**src/rtl/fetch_queue.sv**
```systemverilog
// fetch_queue: owns the fetch PC, reads the combinational instruction ROM and
// buffers {pc, instr} pairs in a DEPTH-entry FIFO towards decode; redirect flushes and reloads.
`default_nettype none

module fetch_queue #(
  parameter logic [31:0] RESET_PC = 32'h0000_0000,
  parameter int          DEPTH    = 4
) (
  input  logic                       clk,
  input  logic                       rst_n,
  output logic [31:0]                rom_pc,
  input  logic [31:0]                rom_instr,
  input  logic                       redirect_valid,
  input  logic [31:0]                redirect_pc,
  output logic                       out_valid,
  input  logic                       out_ready,
  output logic [31:0]                out_pc,
  output logic [31:0]                out_instr,
  output logic [$clog2(DEPTH+1)-1:0] occupancy
);

  localparam int PW = $clog2(DEPTH);
  localparam int OW = $clog2(DEPTH+1);
  localparam logic [OW-1:0] DEPTH_C = OW'(DEPTH);

  logic [31:0]   fetch_pc_q, fetch_pc_d;
  logic [PW-1:0] wr_ptr_q, wr_ptr_d;
  logic [PW-1:0] rd_ptr_q, rd_ptr_d;
  logic [OW-1:0] occ_q, occ_d;
  logic [63:0]   head_q, head_d;
  logic [63:0]   mem_q [DEPTH];
  logic          push, pop;
  logic          unused_redirect_lsbs;

  assign unused_redirect_lsbs = ^redirect_pc[1:0];

  assign rom_pc    = fetch_pc_q;
  assign out_valid = (occ_q != '0);
  assign out_pc    = head_q[63:32];
  assign out_instr = head_q[31:0];
  assign occupancy = occ_q;

  assign pop  = out_valid & out_ready & ~redirect_valid;
  assign push = ~redirect_valid & ((occ_q < DEPTH_C) | pop);

  always_comb begin
    fetch_pc_d = fetch_pc_q;
    wr_ptr_d   = wr_ptr_q;
    rd_ptr_d   = rd_ptr_q;
    occ_d      = occ_q;
    head_d     = head_q;
    if (redirect_valid) begin
      fetch_pc_d = {redirect_pc[31:2], 2'b00};
      wr_ptr_d   = '0;
      rd_ptr_d   = '0;
      occ_d      = '0;
    end else begin
      if (push) begin
        wr_ptr_d   = wr_ptr_q + PW'(1);
        fetch_pc_d = fetch_pc_q + 32'd4;
      end
      if (pop) begin
        rd_ptr_d = rd_ptr_q + PW'(1);
      end
      case ({push, pop})
        2'b10:   occ_d = occ_q + OW'(1);
        2'b01:   occ_d = occ_q - OW'(1);
        default: occ_d = occ_q;
      endcase
      // The head register is the only path to decode; an empty queue keeps the last head.
      if (occ_d != '0) begin
        if (push && (wr_ptr_q == rd_ptr_d)) begin
          head_d = {fetch_pc_q, rom_instr};
        end else begin
          head_d = mem_q[rd_ptr_d];
        end
      end
    end
  end

  always_ff @(posedge clk or negedge rst_n) begin
    if (!rst_n) begin
      fetch_pc_q <= RESET_PC;
      wr_ptr_q   <= '0;
      rd_ptr_q   <= '0;
      occ_q      <= '0;
      head_q     <= '0;
    end else begin
      fetch_pc_q <= fetch_pc_d;
      wr_ptr_q   <= wr_ptr_d;
      rd_ptr_q   <= rd_ptr_d;
      occ_q      <= occ_d;
      head_q     <= head_d;
    end
  end

  always_ff @(posedge clk) begin
    if (push) begin
      mem_q[wr_ptr_q] <= {fetch_pc_q, rom_instr};
    end
  end

endmodule

`default_nettype wire
```
**config.mk**
```make
export PLATFORM = sky130hd
export DESIGN_NAME = fetch_queue
export DESIGN_NICKNAME = d
export VERILOG_FILES = /design/src/rtl/fetch_queue.sv
export SDC_FILE = /design/constraint.sdc
export NUM_CORES = 1
export LEC_CHECK = 0
export CELL_PAD_IN_SITES_DETAIL_PLACEMENT = 1
export CELL_PAD_IN_SITES_GLOBAL_PLACEMENT = 1
export CORE_MARGIN = 4
export CORE_UTILIZATION = 47
export CTS_BUF_LIST = sky130_fd_sc_hd__clkbuf_4
export DETAILED_ROUTE_END_ITERATION = 6
export PLACE_DENSITY = 0.86
export SETUP_SLACK_MARGIN = 0.4
export SYNTH_ARGS = -nofsm -noshare
export SYNTH_HDL_FRONTEND = slang
export SYNTH_SLANG_ARGS = --single-unit
```
**constraint.sdc**
```tcl
create_clock -name clk -period 3.6 [get_ports clk]
set_clock_uncertainty 0.05 [all_clocks]
set_input_delay 0.9 -clock clk [delete_from_list [all_inputs] [get_ports clk]]
set_output_delay 0.9 -clock clk [all_outputs]
set_load 0.01 [all_outputs]
```
Word-level counts from Yosys, hierarchy flattened. Memory sizes are Yosys's and may differ from the RTL's. A register that Yosys moved wholly into a read port is not among the register bits. Cells that the tools add are included.

Muxes and demuxes: 12. Eq/ne operators: 2. Add/subtract/negate cells: 5. Reductions and logical operators: 5. Bitwise operators: 5. Magnitude comparators: 1.

Operators by type and width (number): $mux 32 (2); $add 32x3->32 const B (1); $mux 2 (5); $mux 3 (2); $pmux 3 s2 (1); $reduce_bool 3->1 (2); $add 2x1->2 const B (2); $add 3x1->3 const B (1); $and 1x1->1 (3); $lt 3x3->1 const B (1); $sub 3x1->3 const B (1); $eq 2x1->1 const B (1); $eq 2x2->1 const B (1); $mux 1 (2); $reduce_and 2->1 (1); $reduce_bool 2->1 (1); $logic_not 1->1 (1); $not 1->1 (1); $or 1x1->1 (1).

Input bits: 68. Register bits: 39. RAM bits: 256. Memories: 1.

Memories: mem_q (words 4, width 64, rd ports 1, clocked after memory_dff 1, write ports 1, line 31) `logic [63:0] mem_q [DEPTH];`.

Longest topological paths before layout. Gate-level depths: netlist of run 1.

Depth in word-level cells: 10. Mapped depth: 17. Mapped depth without buffers: 12.

Worst setup path before layout of run 1. No wires, ideal clock.

Path kind: in2reg. Start point: input out_ready. End point: register head_q[0], read port of mem_q. Path slack: -0.082 ns. Path buffers: 3. Library setup time: 0.126 ns. Data arrival time: 3.505 ns. Stages: 14. Cell sequence: nand2b_1 -> clkbuf_1 -> nor2b_1 -> inv_1 -> ha_1 -> fa_1 -> xnor2_1 -> or3_1 -> a21o_1 -> o31a_1 -> clkbuf_1 -> buf_2 -> a21oi_2 -> a21oi_2.

Cells in the longest elaborated chain, start to end: 9.

Ends and longest elaborated chain: start, declared (line 16) `input logic out_ready,`; $and 1x1->1 * (2 in a row) (line 43) `assign pop = out_valid & out_ready & ~redirect_valid;`; $or 1x1->1 (line 44) `assign push = ~redirect_valid & ((occ_q < DEPTH_C) | pop);`; $and 1x1->1 (line 44); $eq 2x1->1 or $eq 2x2->1 (tied branches) (line 65) `case ({push, pop})`; $pmux 3 s2 (line 65); $mux 3 (line 52) `if (redirect_valid) begin`; $reduce_bool 3->1 (line 71) `if (occ_d != '0) begin`; $reduce_and 2->1 (no source line); end, declared (line 30) `logic [63:0] head_q, head_d;`.

Mark *: on every way between the ends. The rest lies on a longest branch, timed or not. The select of a mux whose other input is x is not followed. A chain may end at the register's enable or synchronous reset.

Worst setup path after layout of run 1.
Start point: input out_ready. End point: register head_q[62], read port of mem_q.

The elaborated chain is that of the path after synthesis.

==> results of run 1 <==
## synthesized netlist by cell type, types with 8 or more instances
| library cell | n |
|---|---|
| edfxtp_1 | 248 |
| nor2_1 | 239 |
| a21oi_1 | 108 |
| dfrtp_1 | 99 |
| o21ai_0 | 96 |
| mux2_2 | 65 |
| clkbuf_1 | 46 |
| nand2_1 | 44 |
| o2111ai_1 | 33 |
| o22ai_1 | 29 |
| or3_1 | 29 |
| a21oi_2 | 20 |
| xor2_1 | 19 |
| xnor2_1 | 15 |
| nand3_1 | 13 |
| buf_2 | 11 |
| buf_6 | 10 |
| nand4_1 | 9 |
| and2_1 | 8 |
## state kept, by name, indices dropped and copies added, names as in the netlist
signal and flops:
head_q 62, mem_q 248, occupancy 3, rd_ptr_q 2, rom_pc 30, wr_ptr_q 2
## critical path, stage by stage
cell             delay, ns
clkdlybuf4s50_1       0.52
nand2b_1              0.14
nor2b_2               0.17
inv_1                 0.08
ha_4                  0.17
fa_2                  0.34
xnor2_1               0.14
or3_1                 0.31
a21o_1                0.22
o31a_2                0.19
buf_12                0.19
a21oi_1               0.18
a21oi_1               0.10
## final timing paths
kind	from	end	slack, ns	cells past startpoint
setup reg to reg	occupancy[1]	head_q[62]	0.52	13
hold reg to reg	head_q[56]	head_q[56]	0.47	2
hold / removal	rst_n	head_q[58]	0.18	1
setup / recovery	out_ready	head_q[62]	0.45	13
max in group asynchronous	rst_n	head_q[30]	2.51	2
min in group clk	head_q[56]	head_q[56]	0.47	2
## metal layers
metal / vias to the layer above / global-route usage
met5: - / 0
met4: 2 / 0.1084
met3: 138 / 0.05134
met2: 517 / 0.4685
met1: 5867 / 0.3423
li1: 4925 / -
## layout make-up
class | instances | area, um^2 | area share
clock buffers | 148 | 1111 | 0.05956
well taps | 396 | 495.5 | 0.02656
flip-flops and latches | 347 | 9928 | 0.5322
diodes | 2 | 5.005 | 0.0002683
inverters | 9 | 38.79 | 0.002079
multi-input cells | 774 | 4711 | 0.2525
repair buffers | 218 | 2251 | 0.1207
clock inverters | 23 | 115.1 | 0.006170
## power by group through the flow
stage | Combinational, uW | Sequential [uW] | Clock (uW)
finish | 3490 | 5410 | 3620
global route | 3760 | 5470 | 3920
CTS | 3510 | 5410 | 3690
detailed placement | 3430 | 5470 | 0
global placement | 3270 | 5410 | 0
floorplan | 1630 | 5510 | 0
## cells by family (layout without fill, tap and decap cells)
kind of cell             Yosys count  after routing  share of synthesized area
buffers and inverters             89            398                    0.03103
AO/OA/AOI/OAI                    299            299                     0.1211
AND/OR/NAND/NOR                  363            363                     0.1056
XOR/XNOR                          34             34                    0.01996
multiplexers                      67             67                    0.05041
flip-flops                       347            347                     0.6653
adder cells (fa/ha/maj)            7              7                   0.006374
other                              1              6                  0.0002514
## stage by stage
| step | util | setup WS, ns | setup TNS, ns | hold slack, ns |
|---|---|---|---|---|
| after floorplan | - | 0.2047 | 0 | 0.5103 |
| after global placement | 0.5617 | -0.05459 | -0.8884 | 0.4491 |
| after detailed placement | 0.5617 | -0.2526 | -10.02 | 0.4609 |
| after CTS | 0.6012 | 0.4324 | 0 | 0.1612 |
| after global routing | 0.6019 | 0.3833 | 0 | 0.2083 |
| final | 0.6020 | 0.4484 | 0 | 0.1777 |
==> results.yml, run 1 <==
die:
  io_pins: 168
  die_y_um: 186.2
  die_area_mm2: 0.03466
  die_w_um: 186.2
  start_util: 0.4814
  rows: 64
  core_mm2: 0.03099
grt:
  grt_max_degree: 52
  grtUsageTotal: 0.2722
  grt_pass1_wl_um: 72830
  grt-ovfl-total: 0
  antenna_found_initial: 2
  grt_pass1_vias: 12890
run_status:
  status: "finished clean"
place:
  place_congestion: 0.7800
  io_buffers: 161
  dp.cells: 1744
  place_area_mm2: 0.01741
  hpwl_um: 28410
clocking:
  cts_setup_buffers: 0
  ctsResizeCount: 0
  ctsHoldBuffers: 0
  cts-buffers-inserted: 91
  cts_tree: "done"
  clockBufferDepth: 3
  cts_root_buf: "clkbuf_4"
  h-tree-depth: 3
  clock_latency_ns: 0.76
  path_clk_slew_ns: 0.10
  cts.sinks: 347
timing:
  max_freq_ghz: 0.3173
  slew_violations: 0
  setup_viol: 0
  tightest_slew_ns: 0.8808
  finalHoldViolations: 0
  rsz0062_at_grt: "no"
  slew-limit-headroom: 0.4106
  layout_worst_path_cycle_share: 0.8754
  fin_crit_ns: 3.152
power_and_ir_drop:
  clkPwrFrac: 0.289
  irDropWorstVdd_uv: 283.1
  internal_power_uw: 8392
  switching_share: 0.3300
  p_comb_frac: 0.279
  finalPower_uw: 12530
  p_switching_uw: 4134
  power.density_mw_per_mm2: 671.4
  p_seq_frac: 0.432
  leakage_uw: 0.006782
route:
  wl_per_cell_um: 24.59
  drt_iter0_drc: 957
  met3_wirelength_um: 3123
  dr_wl_met2_um: 23710
  routed-via-count: 11450
  wirelength_met1_um: 18780
  dr.pass1.iters: 5
  post-route-drc-count: 0
  wl_um: 47140
  maxUsedRoutingLayer: "met5"
  viasPerCell: 5.972
  drt.antenna.violating_nets: 0
setup_path:
  crit_path_end_kind: "flip-flop"
  crit_path_start_kind: "input port"
  required_ns: 4.08
  critPathMaxFanout: 25
  cp_data_arrival_time_ns: 3.64
  path_class: "input port to flip-flop"
synthesis:
  netlist_area_mm2: 0.01492
  synth.distinct_cells: 52
  synth.ff_latch_count: 347
  seq_area_frac_synth: 0.6653
  yosysTopAreaCellShare: 0.4992
  yosysWarnings: 0
  yosys.area.top_type: "edfxtp_1"
  synthArstFlopShare: 0.2853
  synth.avg_cell_area_um2: 12.36
  synth_edf_count: 248
  ys.flop_type: "edfxtp_1"
  syn-instance-count: 1207
  synth_area_leaders: "edfxtp_1, dfrtp_1, nor2_1, mux2_2, a21oi_1"
cells_and_area:
  layout_commonest_cell: "edfxtp_1"
  layout_common_cells: "edfxtp_1, nor2_1, clkdlybuf4s50_1"
  fillers: 3120
  synthToLayoutAreaGrowth_pct: 25.05
  fin_nets: 1516
  final_cells: 1917
  postLayoutCellArea_mm2: 0.01866
  drive_above_1_share: 0.2304
run:
  drv_cap: 0
min_path:
  hp-class: "input port to asynchronous set/reset pin"
Power figures use the tool's default switching activity.
==> run 2, diff against run 1 <==
--- a/config.mk
+++ b/config.mk
@@ -5,13 +5,16 @@
 export SDC_FILE = /design/constraint.sdc
 export NUM_CORES = 1
 export LEC_CHECK = 0
+export ABC_AREA = 1
+export ABC_CLOCK_PERIOD_IN_PS = 3600
 export CELL_PAD_IN_SITES_DETAIL_PLACEMENT = 1
 export CELL_PAD_IN_SITES_GLOBAL_PLACEMENT = 1
+export CORE_ASPECT_RATIO = 0.75
 export CORE_MARGIN = 4
-export CORE_UTILIZATION = 47
+export CORE_UTILIZATION = 46
 export CTS_BUF_LIST = sky130_fd_sc_hd__clkbuf_4
 export DETAILED_ROUTE_END_ITERATION = 6
-export PLACE_DENSITY = 0.86
+export PLACE_DENSITY = 0.87
 export SETUP_SLACK_MARGIN = 0.4
 export SYNTH_ARGS = -nofsm -noshare
 export SYNTH_HDL_FRONTEND = slang
==> run 2 against run 1 <==
Count of clock-buffer cells in the layout decreased by 4. Largest power group unchanged. Clock power about the same. Worst setup slack improved by 0.025 ns. Die area increased by 5.5%. Critical endpoint is now head_q[8]. Combinational power increased by 33%. Total power increased by 10%.
==> results.yml, run 2 <==
setup_path:
  crit_path_start_kind: "input port"
  path_class: "input port to flip-flop"
  cp_data_arrival_time_ns: 3.75
  r2r-end: "head_q[8]"
  reg2reg_setup_slack_ns: 0.67
  rr_worst_depth: 14
  crit_path_end_kind: "flip-flop"
  slowest_delay_ns: 0.46
  critPathMaxFanout: 28
  required_ns: 4.22
  crit_chain: "clkdlybuf4s50_1, inv_1, o21ai_4, inv_2, nor2_4, inv_1, ha_1, fa_1, a21oi_1, o21ai_0, xor2_1, o21ai_4, inv_2, buf_12, nand3_1, nand2_1"
  crit_family: "buffers and inverters"
  r2r_start: "occupancy[0]"
  path_buf_inv: 6
  slowest_stage: "clkdlybuf4s50_1"
place:
  dp_worst_setup_slack_ns: -0.2379
  place_congestion: 0.8580
  hpwl_um: 31770
  dp.cells: 2137
  io_buffers: 161
synthesis:
  seq_area_frac_synth: 0.6435
  ys.flop_type: "edfxtp_1"
  yosys.area.top_type: "edfxtp_1"
  synth.avg_cell_area_um2: 9.854
  yosysMostFrequentCell: "nand2_1"
  synth_compound_area_frac: 0.02199
  synth-simple-area-share: 0.2677
  synthArstFlopShare: 0.2853
  synth_area_leaders: "edfxtp_1, dfrtp_1, nand2_1, nand3_1, inv_1"
  muxShareOfSynthArea: 0.0006490
  netlist_top_cells_count: "nand2_1, nand3_1, edfxtp_1, dfrtp_1, inv_1"
  synth_top_family_by_area: "simple AND/OR/NAND/NOR gates"
  synth.distinct_cells: 39
  synth_edf_count: 248
  syn-instance-count: 1565
  synth.ff_latch_count: 347
  synth-adder-area-share: 0.006166
  netlist_area_mm2: 0.01542
  yosysTopAreaCellShare: 0.4829
  yosysWarnings: 0
  synthXorXnorAreaFrac: 0.005679
clocking:
  cts_root_buf: "clkbuf_4"
  h-tree-depth: 3
  cts_setup_buffers: 0
  path_clk_slew_ns: 0.07
  clock_latency_ns: 0.76
  cts-buffers-inserted: 89
  clockBufferDepth: 3
  cts.sinks: 347
  cts_tree: "done"
power_and_ir_drop:
  internal_power_uw: 8822
  irDropWorstVdd_uv: 367.1
  p_switching_uw: 4989
  clkPwrFrac: 0.264
  power.density_mw_per_mm2: 725.0
  p_seq_frac: 0.400
  leakage_uw: 0.008096
  p_comb_frac: 0.337
  switching_share: 0.3612
  finalPower_uw: 13810
grt:
  grt-ovfl-total: 0
  grt_pass1_vias: 14310
  grt_pass1_wl_um: 79350
  antenna_found_initial: 0
  grt_max_degree: 81
  grtUsageTotal: 0.2779
timing:
  slew_violations: 0
  slew-limit-headroom: 0.3271
  tns_ns: 0
  tightest_slew_ns: 1.009
  finalHoldViolations: 0
  setup_viol: 0
  rsz0062_at_grt: "yes"
  fin_crit_ns: 3.127
  max_freq_ghz: 0.3198
  layout_worst_path_cycle_share: 0.8685
  fin_ws_ns: 0.4735
min_path:
  hp-class: "input port to asynchronous set/reset pin"
cells_and_area:
  multi_input_area_mm2: 0.004733
  largest_reg_flops: 248
  fillers: 3674
  layout_common_cells: "nand2_1, nand3_1, edfxtp_1"
  top_register: "mem_q"
  final_cells: 2304
  seq_area_mm2: 0.009925
  layout_commonest_cell: "nand2_1"
  antenna_cells: 0
  drive_above_1_share: 0.1246
  fin_nets: 1861
  synthToLayoutAreaGrowth_pct: 23.53
route:
  viasPerCell: 5.633
  post-route-drc-count: 0
  wl_per_cell_um: 22.10
  dr.pass1.iters: 5
  drt_iter0_drc: 1013
  routed-via-count: 12980
  wl_um: 50930
  drt.antenna.violating_nets: 0
die:
  io_pins: 168
  die_y_um: 166.6
  die_area_mm2: 0.03655
  rows: 57
  core_mm2: 0.03274
  start_util: 0.4711
  die_w_um: 219.4
run_status:
  status: "finished clean"
run:
  drv_cap: 0
## run 2: cell types whose count changed in the layout (fill, tap and decap cells not counted), sizes merged, moves of 15 or more
cell	previous run	this run
xnor2	15	0
inv	10	99
or3	29	0
a21oi	128	7
nand2	45	536
o21ai	97	23
nand3	13	346
mux2	65	0
o22ai	29	3
o2111ai	33	0
nor2	239	52
## run 2: timing repair
item | 4_1_cts | 5_1_grt
gates resized for setup | 0 | 1
setup endpoints to repair | 0 | 2
hold buffers | 0 | 0
## run 2: layout make-up
class                   count  share of cell area
flip-flops and latches    347              0.5210
multi-input cells        1033              0.2485
repair buffers            218              0.1181
clock buffers             144             0.05675
well taps                 442             0.02903
inverters                  97             0.01911
clock inverters            23            0.007619
## run 2: power by group through the flow
stage	clock network, uW	registers, uW	logic, uW
2_1_floorplan	0	5640	2270
6_report	3640	5520	4650
4_1_cts	3710	5510	4670
3_3_place_gp	0	5540	4370
3_5_place_dp	0	5580	4590
5_1_grt	3950	5590	5070
## run 2: cells by family after synthesis
family | Yosys count
adders and majority gates | 7
other | 1
buffers and inverters | 188
DFF | 347
muxes | 1
xor gates and xnor gates | 10
AOI/OAI and AO/OA | 54
and+or+nand+nor | 957
## run 2: metal layers
metal / vias to the layer above / global-route usage / part of all wire
li1: 5775 / - / -
met1: 6538 / 0.3551 / 0.40
met2: 544 / 0.4597 / 0.49
met3: 122 / 0.06430 / 0.074
met4: 0 / 0.1121 / 0.031
met5: - / 0 / 0
## run 2: metrics by stage
| step | area [um^2] | hold WS [ns] | util |
|---|---|---|---|
| finish | 19050 | 0.2551 | 0.5820 |
| global route | 19050 | 0.2751 | 0.5820 |
| CTS | 19050 | 0.2337 | 0.5818 |
| detailed placement | 17820 | 0.4184 | 0.5444 |
| global placement | 17820 | 0.4136 | 0.5444 |
| floorplan | 15470 | 0.4657 | - |
## run 2: worst max-delay path by stage
stage	cells past startpoint	to	slack, ns	startpoint
after floorplan	7	mem_q[0][0]	-0.13	out_ready
after CTS	15	head_q[8]	0.54	out_ready
final	16	head_q[8]	0.47	out_ready
after global routing	16	head_q[8]	0.39	out_ready
after global placement	15	head_q[14]	-0.15	redirect_valid
after detailed placement	15	head_q[13]	-0.24	out_ready
